===== src/rtl/tt_pll_pkg.sv =====
// Shared types and constants for the PLL phase/frequency detector.
package tt_pll_pkg;

  localparam int PHASE_ERR_W = 8;
  localparam int LOCK_CNT_W  = 5;
  localparam int SCAN_LEN    = 15;

  localparam logic [PHASE_ERR_W-1:0] WIDTH_MAX = 8'd127;

  typedef enum logic [1:0] {
    IDLE = 2'b00,
    UP   = 2'b01,
    DOWN = 2'b10
  } pfd_state_t;

  function automatic logic [PHASE_ERR_W-1:0] abs_err(input logic signed [PHASE_ERR_W-1:0] e);
    return e[PHASE_ERR_W-1] ? PHASE_ERR_W'(-e) : PHASE_ERR_W'(e);
  endfunction

endpackage


===== src/rtl/tt_sync2.sv =====
// Two-flop synchronizer for an asynchronous single-bit input.
module tt_sync2 (
  input  logic clk,
  input  logic rst_n,
  input  logic d,
  output logic q
);

  logic meta;

  always_ff @(posedge clk or negedge rst_n) begin
    if (!rst_n) begin
      meta <= 1'b0;
      q    <= 1'b0;
    end else begin
      meta <= d;
      q    <= meta;
    end
  end

endmodule


===== src/rtl/tt_pfd.sv =====
// Sampled phase/frequency detector: measures ref/fb edge spacing in i_clk_gen
// cycles, drives up/down pulses and tracks lock; state is on a 15-bit scan chain.
//
//   state | meaning
//   IDLE  | waiting for the first edge of a comparison
//   UP    | ref edge seen, waiting for fb edge (ref leads)
//   DOWN  | fb edge seen, waiting for ref edge (fb leads)
module tt_pfd
  import tt_pll_pkg::*;
#(
  parameter int LOCK_WIN   = 2,
  parameter int LOCK_COUNT = 16
) (
  input  logic                          i_clk_gen,
  input  logic                          i_rst_n,
  input  logic                          i_ref,
  input  logic                          i_fb,
  input  logic                          i_enable,
  output logic                          o_up,
  output logic                          o_down,
  output logic signed [PHASE_ERR_W-1:0] o_phase_err,
  output logic                          o_phase_valid,
  output logic                          o_locked,
  input  logic                          i_scan_en,
  input  logic                          i_scan_in,
  output logic                          o_scan_out
);

  localparam logic [PHASE_ERR_W-1:0] WIN  = PHASE_ERR_W'(LOCK_WIN);
  localparam logic [LOCK_CNT_W-1:0]  LCNT = LOCK_CNT_W'(LOCK_COUNT);

  logic ref_sync, fb_sync, ref_prev, fb_prev;
  logic ref_rise, fb_rise;

  logic [1:0]                   state_q, state_d;
  logic [PHASE_ERR_W-1:0]       width_q, width_d, width_inc;
  logic [LOCK_CNT_W-1:0]        lock_q, lock_d;
  logic signed [PHASE_ERR_W-1:0] cmp_err;
  logic                         complete;

  tt_sync2 u_sync_ref (.clk(i_clk_gen), .rst_n(i_rst_n), .d(i_ref), .q(ref_sync));
  tt_sync2 u_sync_fb  (.clk(i_clk_gen), .rst_n(i_rst_n), .d(i_fb),  .q(fb_sync));

  // Previous samples run unconditionally so re-enable or scan exit never fakes an edge.
  always_ff @(posedge i_clk_gen or negedge i_rst_n) begin
    if (!i_rst_n) begin
      ref_prev <= 1'b0;
      fb_prev  <= 1'b0;
    end else begin
      ref_prev <= ref_sync;
      fb_prev  <= fb_sync;
    end
  end

  assign ref_rise  = ref_sync & ~ref_prev;
  assign fb_rise   = fb_sync & ~fb_prev;
  assign width_inc = (width_q == WIDTH_MAX) ? WIDTH_MAX : width_q + 8'd1;

  always_comb begin
    state_d  = state_q;
    width_d  = width_q;
    lock_d   = lock_q;
    cmp_err  = '0;
    complete = 1'b0;
    if (i_scan_en) begin
      state_d = {state_q[0], i_scan_in};
      width_d = {width_q[PHASE_ERR_W-2:0], state_q[1]};
      lock_d  = {lock_q[LOCK_CNT_W-2:0], width_q[PHASE_ERR_W-1]};
    end else if (!i_enable) begin
      state_d = IDLE;
      width_d = '0;
      lock_d  = '0;
    end else begin
      case (state_q)
        IDLE: begin
          if (ref_rise && !fb_rise) begin
            state_d = UP;
            width_d = '0;
          end else if (fb_rise && !ref_rise) begin
            state_d = DOWN;
            width_d = '0;
          end else if (ref_rise && fb_rise) begin
            complete = 1'b1;
          end
        end
        UP: begin
          // width_inc includes the completing cycle, so it equals the o_up high time.
          width_d = width_inc;
          if (fb_rise) begin
            state_d  = IDLE;
            complete = 1'b1;
            cmp_err  = $signed(width_inc);
          end
        end
        DOWN: begin
          width_d = width_inc;
          if (ref_rise) begin
            state_d  = IDLE;
            complete = 1'b1;
            cmp_err  = -$signed(width_inc);
          end
        end
        default: state_d = IDLE;
      endcase
      if (complete) begin
        if (abs_err(cmp_err) <= WIN)
          lock_d = (lock_q == LCNT) ? lock_q : lock_q + 5'd1;
        else
          lock_d = '0;
      end
    end
  end

  always_ff @(posedge i_clk_gen or negedge i_rst_n) begin
    if (!i_rst_n) begin
      state_q       <= IDLE;
      width_q       <= '0;
      lock_q        <= '0;
      o_phase_err   <= '0;
      o_phase_valid <= 1'b0;
      o_locked      <= 1'b0;
    end else begin
      state_q       <= state_d;
      width_q       <= width_d;
      lock_q        <= lock_d;
      o_phase_valid <= complete;
      o_locked      <= (lock_d == LCNT);
      if (complete) o_phase_err <= cmp_err;
    end
  end

  assign o_up       = (state_q == UP);
  assign o_down     = (state_q == DOWN);
  assign o_scan_out = lock_q[LOCK_CNT_W-1];

endmodule

===== config.mk =====
export PLATFORM = sky130hd
export DESIGN_NAME = tt_pfd
export DESIGN_NICKNAME = d
export VERILOG_FILES = /design/src/rtl/tt_pll_pkg.sv /design/src/rtl/tt_sync2.sv /design/src/rtl/tt_pfd.sv
export SDC_FILE = /design/constraint.sdc
export NUM_CORES = 1
export LEC_CHECK = 0
export CAP_MARGIN = 20
export CELL_PAD_IN_SITES_DETAIL_PLACEMENT = 0
export CELL_PAD_IN_SITES_GLOBAL_PLACEMENT = 2
export CORE_MARGIN = 5
export CORE_UTILIZATION = 38
export DETAILED_ROUTE_END_ITERATION = 10
export PLACE_DENSITY = 0.82
export SYNTH_ARGS = -nofsm -noshare
export SYNTH_HDL_FRONTEND = slang
export SYNTH_SLANG_ARGS = --single-unit
export TNS_END_PERCENT = 10

===== constraint.sdc =====
create_clock -name i_clk_gen -period 5.5 [get_ports i_clk_gen]
set_input_delay 0.55 -clock i_clk_gen [delete_from_list [all_inputs] [get_ports i_clk_gen]]
set_output_delay 0.55 -clock i_clk_gen [all_outputs]
set_load 0.01 [all_outputs]

==> results of run 1 <==
kinds of logic (layout without fill, tap and decap cells):
group,count (synthesis),count (layout)
XOR/XNOR,4,4
AO/OA/AOI/OAI,95,95
AND/OR/NAND/NOR,106,106
adder cells (fa/ha/maj),11,11
multiplexers,4,4
buffers and inverters,27,38
flip-flops,31,31
per-stage QoR:
step,std cells,hold WS [ns],util (%),worst slack [ns],power (mW)
final,364,0.349,44.3,1.27,0.797
after detailed placement,356,0.336,43.0,1.30,0.625
after CTS,364,0.352,44.3,1.29,0.803
after floorplan,278,0.254,-,2.17,0.535
after global placement,356,0.332,43.0,1.41,0.628
after global routing,364,0.364,44.3,0.889,0.861
cell type report:
type	count	area share, %
flip-flops and latches	31	29.6
clock inverters	1	0.191
repair buffers	20	7.53
well taps	75	3.57
clock buffers	7	2.91
inverters	10	1.43
multi-input cells	220	54.8
critical path, cell delays in order, from the launching register on:
cell and delay, ns:
dfrtp_1 0.58, ha_1 0.46, nand4_1 0.29, o21ai_0 0.38
inv_1 0.08, ha_1 0.30, and4b_1 0.20, o21ai_0 0.14
a21o_1 0.20, ha_1 0.19, inv_1 0.04, a2bb2oi_1 0.17
nand4bb_1 0.12, o32ai_1 0.30, o211ai_1 0.12, and2_4 0.20
a211oi_1 0.23, nor4b_2 0.08
worst min path at each step:
| stage | slack, ns | cells after the start | from | to |
|---|---|---|---|---|
| floorplan | 0.25 | 0 | i_rst_n | fb_prev |
| global placement | 0.33 | 0 | u_sync_ref.meta | u_sync_ref.q |
| detailed placement | 0.34 | 0 | u_sync_ref.meta | u_sync_ref.q |
| CTS | 0.35 | 0 | u_sync_ref.meta | u_sync_ref.q |
| global route | 0.36 | 0 | u_sync_ref.meta | u_sync_ref.q |
| finish | 0.35 | 0 | u_sync_ref.meta | u_sync_ref.q |
per-layer routing:
layer  GRT usage, %  up-vias
li1               -     1041
met2           24.7       49
met1           24.7      977
met3           3.45       12
met4           5.49        0
met5              0        -
power by group:
part           leakage, nW  switching (mW)  internal, mW
Combinational        0.645           0.169         0.130
Sequential           0.407          0.0648         0.258
Clock               0.0422          0.0864        0.0887
Total                 1.09           0.321         0.477
cell usage in the layout (no fill, tap or decap), drive strengths merged, types with 7 or more instances in the layout:
cell	count
a21o	7
a21oi	26
a22oi	7
clkbuf	7
clkdlybuf4s50	19
dfrtp	31
ha	11
inv	10
nand2	33
nand3	12
nor2	19
o21ai	20
state kept, by name (all words and copies together) (netlist names):
name	count
width_q	8
ref_prev	1
u_sync_fb.meta	1
o_phase_err	8
state_q	2
o_locked	1
o_phase_valid	1
u_sync_ref.meta	1
fb_prev	1
lock_q	5
u_sync_fb.q	1
u_sync_ref.q	1
==> results.py, run 1 <==
metrics = {
    "timing": {
        "fin_tns_setup_ns": 0,
        "setup_violations": 0,
        "grt_setup_unrepaired": "no",
        "tightest_slew_ns": 0.740,
        "relSlewSlack_pct": 50.5,
        "finClkSkew_ns": 0.00721,
        "max_freq_mhz": 236,
        "fin_crit_ns": 4.23,
        "final_max_slew_viol_count": 0,
        "post-route-period-util_pct": 76.9,
        "final-hold-violation-count": 0,
    },
    "worst_setup_path": {
        "worstPathArrival_ns": 4.38,
        "rrSetupSlack_ns": 1.27,
        "reg2reg_from": "width_q[1]",
        "reg2reg_depth": 17,
        "r2r_end": "o_locked",
        "crit_path_end": "o_locked",
        "critPathKind": "register to register",
        "start_kind": "register",
        "path_max_fanout": 12,
        "crit_path_start": "width_q[1]",
        "crit_path_end_kind": "register",
        "worstPathRequired_ns": 5.65,
    },
    "synthesis": {
        "synth_xor_xnor_area_share_pct": 1.51,
        "synthAdderAreaFrac_pct": 5.91,
        "syn_area_per_cell_um2": 8.37,
        "synthesis.nets": 296,
        "synth-simple-area-share_pct": 25.3,
        "synth_cell_types": 61,
        "muxShareOfSynthArea_pct": 1.72,
        "synth_seq_cells": 31,
        "yosysWarnings": 0,
        "synth-edff-count": 0,
        "syn-cell-area_mm2": 0.00233,
        "synth_area_leaders": "dfrtp_1 (33%), ha_1 (5.9%), a21oi_1 (5.6%), nand2_1 (5.3%), o21ai_0 (3.9%)",
        "synth_flop_cell": "dfrtp_1",
        "synth_common_cells": "nand2_1 (33), dfrtp_1 (31), a21oi_1 (26)",
        "synth_top_family_by_area": "compound AO/OA/AOI/OAI gates",
        "synth.yosys.seq_area_share_pct": 33.3,
        "async_reset_ff_share_pct": 100,
        "netlist_instances": 278,
        "synth.most_common_cell": "nand2_1",
        "synth_top_area_share_pct": 33.3,
        "synth_largest_area_cell": "dfrtp_1",
        "synth-compound-area-share_pct": 27.4,
    },
    "cts": {
        "clkTransAtPathRegs_ns": 0.07,
        "clock_latency_ns": 0.28,
        "numCtsBuffers": 5,
        "cts.sinks": 31,
        "cts-root-buf": "clkbuf_8",
        "cts_tree": "built",
        "cts_buffer_depth": 2,
        "cts_htree_levels": 2,
        "cts_repair_resize_count": 0,
        "post-cts-setup-buffers": 0,
        "hold_buffers": 0,
    },
    "placement": {
        "placed_area_mm2": 0.00254,
        "post-dp-hpwl_um": 4420,
        "place.gp.congestion": 0.816,
        "place.port_buffers": 19,
    },
    "status": {
        "outcome": "finished clean",
    },
    "power": {
        "leakagePower_nw": 1.09,
        "power_density_mw_per_mm2": 304,
        "ir_drop_mv": 0.157,
    },
    "drt": {
        "wl_met3_um": 249,
        "drtAntennaViolNets": 0,
        "highest_layer": "met4",
        "drt_iter0_markers": 233,
        "wl_per_cell_um": 16.2,
        "drt-met1-wl_um": 2890,
        "viasPerCell": 5.71,
        "dr.pass1.iters": 4,
        "routed-via-count": 2079,
        "wirelength_um": 5910,
        "routed-wl-met2_um": 2680,
        "drc_errors": 0,
    },
    "worst_hold_path": {
        "min_path_type": "register to register",
    },
    "global_route": {
        "grt_pass1_vias": 1996,
        "antenna_found_initial": 0,
        "grt_overflow": 0,
        "grt_max_degree": 32,
        "gr-usage-all-layers_pct": 16.8,
        "grt_first_pass_wirelength_um": 10200,
    },
    "die": {
        "dieArea_mm2": 0.00779,
        "num_rows": 28,
        "pin_count": 20,
        "core_area_mm2": 0.00592,
        "initial_core_util_pct": 39.3,
        "die_x_um": 88.3,
        "die_y_um": 88.3,
    },
    "cells_and_area": {
        "fillers": 589,
        "fin_area_mm2": 0.00263,
        "areaGrowthSynthToFinish_pct": 12.8,
        "seq_area_um2": 776,
        "nNetsFinal": 306,
        "drive_gt1_share_pct": 6.92,
        "multi_input_area_mm2": 0.00144,
        "antenna_cells": 0,
    },
    "job": {
        "drv_cap": 0,
    },
}
(Power assumes the default switching activity.)
==> inputs of run 2 (changes only) <==
--- a/config.mk
+++ b/config.mk
@@ -9,9 +9,9 @@
 export CELL_PAD_IN_SITES_DETAIL_PLACEMENT = 0
 export CELL_PAD_IN_SITES_GLOBAL_PLACEMENT = 2
 export CORE_MARGIN = 5
-export CORE_UTILIZATION = 38
+export CORE_UTILIZATION = 35
 export DETAILED_ROUTE_END_ITERATION = 10
-export PLACE_DENSITY = 0.82
+export PLACE_DENSITY = 0.76
 export SYNTH_ARGS = -nofsm -noshare
 export SYNTH_HDL_FRONTEND = slang
 export SYNTH_SLANG_ARGS = --single-unit
==> constraint.sdc (replaced) <==
create_clock -name i_clk_gen -period 4.3 [get_ports i_clk_gen]
set_input_delay 0.43 -clock i_clk_gen [delete_from_list [all_inputs] [get_ports i_clk_gen]]
set_output_delay 0.43 -clock i_clk_gen [all_outputs]
set_load 0.01 [all_outputs]
==> results.py, run 2 (synthesized netlist as in run 1, its figures left out) <==
metrics = {
    "timing": {
        "tightest_slew_ns": 0.762,
        "fin_ws_ns": 0.477,
        "final_max_slew_viol_count": 0,
        "relSlewSlack_pct": 48.5,
        "fin_tns_setup_ns": 0,
        "finClkSkew_ns": 0.00543,
        "setup_violations": 0,
        "grt_setup_unrepaired": "no",
        "final-hold-violation-count": 0,
        "max_freq_mhz": 262,
        "fin_crit_ns": 3.82,
        "post-route-period-util_pct": 88.9,
        "whs_ns": 0.351,
    },
    "global_route": {
        "grt_max_degree": 32,
        "grt_first_pass_wirelength_um": 10500,
        "grt_pass1_vias": 2125,
        "grt_overflow": 0,
        "antenna_found_initial": 0,
        "gr-usage-all-layers_pct": 15.2,
    },
    "cts": {
        "hold_buffers": 0,
        "cts.sinks": 31,
        "clock_latency_ns": 0.28,
        "numCtsBuffers": 5,
        "cts_htree_levels": 2,
        "cts_tree": "built",
        "cts-root-buf": "clkbuf_8",
        "cts_buffer_depth": 2,
        "clkTransAtPathRegs_ns": 0.07,
    },
    "cells_and_area": {
        "fin_cells": 372,
        "antenna_cells": 0,
        "fillers": 632,
        "reg_top3": "o_phase_err (8), width_q (8), lock_q (5)",
        "layout_commonest_cell": "nand2_1",
        "nNetsFinal": 312,
        "drive_gt1_share_pct": 9.83,
        "final_core_util_pct": 41.9,
        "areaGrowthSynthToFinish_pct": 15.8,
        "mostFrequentLayoutCells": "nand2_1 (33), dfrtp_1 (29), a21oi_1 (26), nor2_1 (19), clkdlybuf4s50_1 (19)",
    },
    "status": {
        "outcome": "finished clean",
    },
    "worst_setup_path": {
        "worstPathRequired_ns": 4.45,
        "cpMaxStageDelayCell": "dfrtp_2",
        "reg2reg_depth": 17,
        "path_depth": 17,
        "path_delay_family": "compound AO/OA/AOI/OAI gates",
        "start_kind": "register",
        "reg2reg_from": "width_q[1]",
        "critPathKind": "register to register",
        "cpMostUsedCell": "ha_1",
        "crit_path_start": "width_q[1]",
        "worstPathArrival_ns": 3.97,
        "cpPeakStageDelay_ns": 0.49,
        "crit_path_end_kind": "register",
        "cp_cell_sequence": "ha_1, nand4_1, o21ai_0, inv_1, ha_1, and4b_1, o21ai_0, a21o_1, ha_1, inv_1, a2bb2oi_1, nand4bb_1, o32ai_1, o211ai_1, and2_4, a211oi_1, nor4b_2",
        "path_max_fanout": 12,
        "worst-path-buf-inv": 2,
    },
    "placement": {
        "place.port_buffers": 19,
        "place.gp.congestion": 0.860,
        "placed_cells": 364,
        "pre_cts_ws_ns": 0.438,
        "post-dp-hpwl_um": 4550,
    },
    "die": {
        "dieArea_mm2": 0.00838,
        "die_y_um": 91.5,
        "core_area_mm2": 0.00642,
        "num_rows": 29,
        "die_x_um": 91.5,
        "initial_core_util_pct": 36.2,
        "pin_count": 20,
    },
    "worst_hold_path": {
        "whs_path_depth": 0,
        "min-delay-start": "u_sync_ref.meta",
        "min_path_type": "register to register",
    },
    "drt": {
        "routed-via-count": 2140,
        "wirelength_um": 6120,
        "drt_iter0_markers": 157,
        "wl_per_cell_um": 16.5,
        "dr.pass1.iters": 4,
        "drtAntennaViolNets": 0,
        "viasPerCell": 5.75,
        "drc_errors": 0,
    },
    "power": {
        "leakagePower_nw": 1.13,
        "ir_drop_mv": 0.180,
        "power_density_mw_per_mm2": 397,
    },
    "job": {
        "drv_cap": 0,
    },
}
## run 2: cell types whose count changed in the layout (fill, tap and decap cells not counted), sizes merged
cell	change
clkinv	-1
clkbuf	+1
buf	+6
## run 2: layout make-up
cell class                 instances  area (um2)  share of cell area (%)
sequential                        31         778                    28.9
clock buffer                       8         100                    3.72
multi-input combinational        220        1440                    53.4
timing repair buffer              26         243                    9.01
inverter                          10        37.5                    1.39
tap                               77        96.3                    3.58
## run 2: stage by stage
| stage | instance area (um2) | power, mW |
|---|---|---|
| CTS | 2690 | 1.08 |
| floorplan | 2330 | 0.685 |
| finish | 2690 | 1.07 |
| global route | 2690 | 1.15 |
| global placement | 2590 | 0.823 |
| detailed placement | 2590 | 0.817 |
## run 2: power breakdown
part / switching [mW] / internal, mW
registers: 0.0582 / 0.332
logic: 0.244 / 0.180
clock network: 0.110 / 0.146
total: 0.412 / 0.658
## run 2: path summary, 6_finish.rpt
kind                                 to  slack (ns)
min                        u_sync_ref.q        0.35
min in group asynchronous    width_q[6]        0.55
min reg2reg                u_sync_ref.q        0.35
max reg2reg                    o_locked        0.48
max in group asynchronous    width_q[0]        3.44
max                            o_locked        0.48
## run 2: routing by layer
metal | share of wire [%] | vias to the layer above | track usage (%) | routed length [um]
li1 | - | 1061 | - | -
met1 | 48 | 1026 | 20.6 | 2940
met2 | 47 | 45 | 24.5 | 2890
met3 | 3.4 | 8 | 2.98 | 207
met4 | 1.4 | 0 | 4.65 | 85
met5 | 0 | - | 0 | 0
## run 2: what timing repair did
item | CTS | global route
buffers inserted | 0 | 0
setup endpoints to repair | 0 | 2
resized for setup | 0 | 2
==> RTL change 1 (config.mk and constraints of run 2) <==
The parameter `LOCK_COUNT` goes from 16 to 8.
--- a/src/rtl/tt_pfd.sv
+++ b/src/rtl/tt_pfd.sv
@@ -9,7 +9,7 @@
   import tt_pll_pkg::*;
 #(
   parameter int LOCK_WIN   = 2,
-  parameter int LOCK_COUNT = 16
+  parameter int LOCK_COUNT = 8
 ) (
   input  logic                          i_clk_gen,
   input  logic                          i_rst_n,
Behaviour: not the same (a bounded check fails within 10 cycles, from zero or initial values and one cycle with i_rst_n low).
==> RTL change 1 against run 2 <==
- wire length grew 9.5%
- global-route usage grew 0.94 points
- sequential cell count is the same
- power grew 1.3%
- critical path depth shrank 1
- clock skew grew 0.0038 ns
- synthesized area grew 7.4%
- cell area grew 7.1%
- worst setup slack gained 0.080 ns
==> RTL change 1: results (changes against run 2) <==
STA
  • Worst Hold Margin: 0.358 ns (+0.00730 ns)
  • Ratio of final minimum period to clock period: 0.870 (-0.0185)

Setup path
  • R2r setup slk: 0.56 ns (+0.08 ns)
  • R2r startpoint: width_q[7]
  • Worst setup startpoint: width_q[7]
  • Critical Path AT: 3.95 ns (-0.02 ns)
  • Slowest stage cell, crit path: dfrtp_1

Outcome
  • Status: finished, final reports clean

Routing
  • Post-route met1 wirelength: 3260 um (+11%)
  • DR WL/cell: 16.0 um (-3.1%)
  • 1st-iter DRT viols: 115 (-27%)
  • Met3 wire length: 234 um (+13%)
  • Routed length on met2: 3130 um (+8.5%)

Yosys
  • Syn nets: 318 (+7.4%)
  • Yosys cell types: 71 (+16%)
  • Largest cells by area after synthesis: dfrtp_1 31%, nand2_1 7.1%, ha_1 5.5%
  • Part of the Yosys area used for sequential elements: 0.310 (-0.0230)

Layout
  • Fin nets: 341 (+9.3%)
  • Share of post-route cells with drive strength above 1: 0.139 (+0.0406)

GRT
  • GR Util met2: 0.260 (+0.0154)
  • GRT met3 Usage: 0.0287 (-0.00107)

Worst hold path
  • Min-delay src: u_sync_fb.meta
  • Hold Path End: u_sync_fb.q

Placed design
  • Setup Slack @ Placement: 0.589 ns (+0.150 ns)
  • DP Wirelength: 4990 um (+9.7%)

Power
  • Pleak: 1.19 nW (+5.2%)
  • Peak supply drop: 0.000178 V (-1.2%)
  • Sequential cell power: 0.366 mW (-6.2%)
## RTL change 1: kinds of logic after synthesis
logic type / count (synthesis) / share of synthesized area
mux: 3 / 0.0125
flops: 31 / 0.310
simple gates: 120 / 0.259
compound gates: 100 / 0.272
xor+xnor: 5 / 0.0175
buf+inv: 30 / 0.0736
fa+ha+maj: 11 / 0.0551
## RTL change 1: area by class of cell
| cell class | count | area (sq um) | area share |
|---|---|---|---|
| clock buffers | 7 | 96.3 | 0.0334 |
| clock inverters | 1 | 7.51 | 0.00260 |
| inverters | 13 | 48.8 | 0.0169 |
| multi-input cells | 239 | 1540 | 0.534 |
| flip-flops and latches | 31 | 776 | 0.269 |
| well taps | 96 | 120 | 0.0416 |
| repair buffers | 33 | 295 | 0.102 |
## RTL change 1: through the flow
step / cell area (sq um) / std cells / power (mW)
global route: 2880 / 420 / 1.16
global placement: 2780 / 412 / 0.820
floorplan: 2500 / 300 / 0.695
detailed placement: 2780 / 412 / 0.818
CTS: 2880 / 420 / 1.09
finish: 2880 / 420 / 1.08
==> RTL change 2 (flow settings as in run 2) <==
Without the edit above. The output `o_phase_valid` loses its register stage (`o_phase_valid` becomes a continuous assignment).
--- a/src/rtl/tt_pfd.sv
+++ b/src/rtl/tt_pfd.sv
@@ -117,17 +117,17 @@
       width_q       <= '0;
       lock_q        <= '0;
       o_phase_err   <= '0;
-      o_phase_valid <= 1'b0;
       o_locked      <= 1'b0;
     end else begin
       state_q       <= state_d;
       width_q       <= width_d;
       lock_q        <= lock_d;
-      o_phase_valid <= complete;
       o_locked      <= (lock_d == LCNT);
       if (complete) o_phase_err <= cmp_err;
     end
   end
+
+  assign o_phase_valid = complete;
 
   assign o_up       = (state_q == UP);
   assign o_down     = (state_q == DOWN);
Check against the original RTL: not equivalent (Yosys sat finds a counterexample within 4 cycles, from zero or initial values and one cycle with i_rst_n low).
==> RTL change 2 against run 2 <==
- global-route usage increased by 0.90 points
- clock skew increased by 0.0011 ns
- cell area is 0.79% lower
- worst setup slack better by 0.012 ns
- synthesized cell count down 0.36%
- critical path depth unchanged
- highest routed layer unchanged
- first-iteration DRC count shrank 18%
- synthesized area down 1.1%
- wire length up 3.6%
- power down 1.9%
- count of clock-buffer cells in the layout shrank 1
- sequential cell count fell by 1
- non-clock buffer count grew 2
==> RTL change 2: results (changes against run 2) <==
Routing
  • Vias per cell: 5.70 (-0.92%)
  • Met3 wire length: 210 um (+1.4%)
  • Post-route met1 wirelength: 3090 um (+4.9%)
  • Routed length on met2: 2990 um (+3.5%)

GRT
  • Vias in the first global route: 2190 (+3.1%)
  • Global-route wire length before repair: 11200 um (+6.2%)
  • Global-route usage over all layers: 0.161 (+0.00904)
  • Met1 Use GR: 0.215 (+0.00963)
  • GRT met3 Usage: 0.0289 (-0.000826)

Power
  • Power Density: 393 mW/mm^2 (-1.1%)
  • Clock-net power: 0.237 mW (-7%)
  • Sequential share of power: 0.360 (-0.005)
  • Pleak: 1.13 nW (-0.42%)

Yosys
  • Synth Area in Compound Gates: 0.277 (+0.00297)
  • Syn nets: 295 (-0.34%)
  • Post-synth top cells: 33 x nand2_1, 30 x dfrtp_1, 26 x a21oi_1
  • Synthesized instance count: 277 (-0.36%)
  • Synth Area in XOR/XNOR: 0.0152 (+0.000164)
  • Mux contribution to synthesized area: 0.0174 (+0.000187)

Setup path
  • Worst setup startpoint: width_q[0]

Layout
  • Cell Count, Final, Fillers Out: 373 (+0.27%)

Placed design
  • DP Wirelength: 4730 um (+3.9%)
  • Routability cong.: 0.819 (-4.8%)
  • Placed Area: 0.00258 sq mm (-0.39%)

STA
  • Fmax: 262 MHz (+0.31%)
  • Worst Hold Margin: 0.347 ns (-0.00354 ns)

Worst hold path
  • Hold Path End: u_sync_fb.q

Outcome
  • Status: finished, final reports clean
==> RTL change 2: final cells by class <==
class / instances / area [sq um]
Tap cell: 77 / 96.3
Multi-Input combinational cell: 220 / 1440
Sequential cell: 30 / 751
Clock inverter: 1 / 5.00
Clock buffer: 7 / 86.3
Inverter: 10 / 37.5
Fill cell: 680 / 3710
Timing Repair Buffer: 28 / 258
==> RTL change 2: worst max-delay path, cell delays in order (launching register included) <==
cell       delay [ns]
dfrtp_1          0.36
ha_1             0.39
nand4_1          0.17
o21ai_0          0.32
inv_1            0.08
ha_1             0.30
and4b_1          0.20
o21ai_0          0.14
a21o_1           0.19
ha_1             0.19
inv_1            0.05
a2bb2oi_1        0.17
nand4bb_1        0.12
o32ai_1          0.32
o211ai_1         0.14
and2_4           0.21
a211oi_1         0.23
nor4b_2          0.08
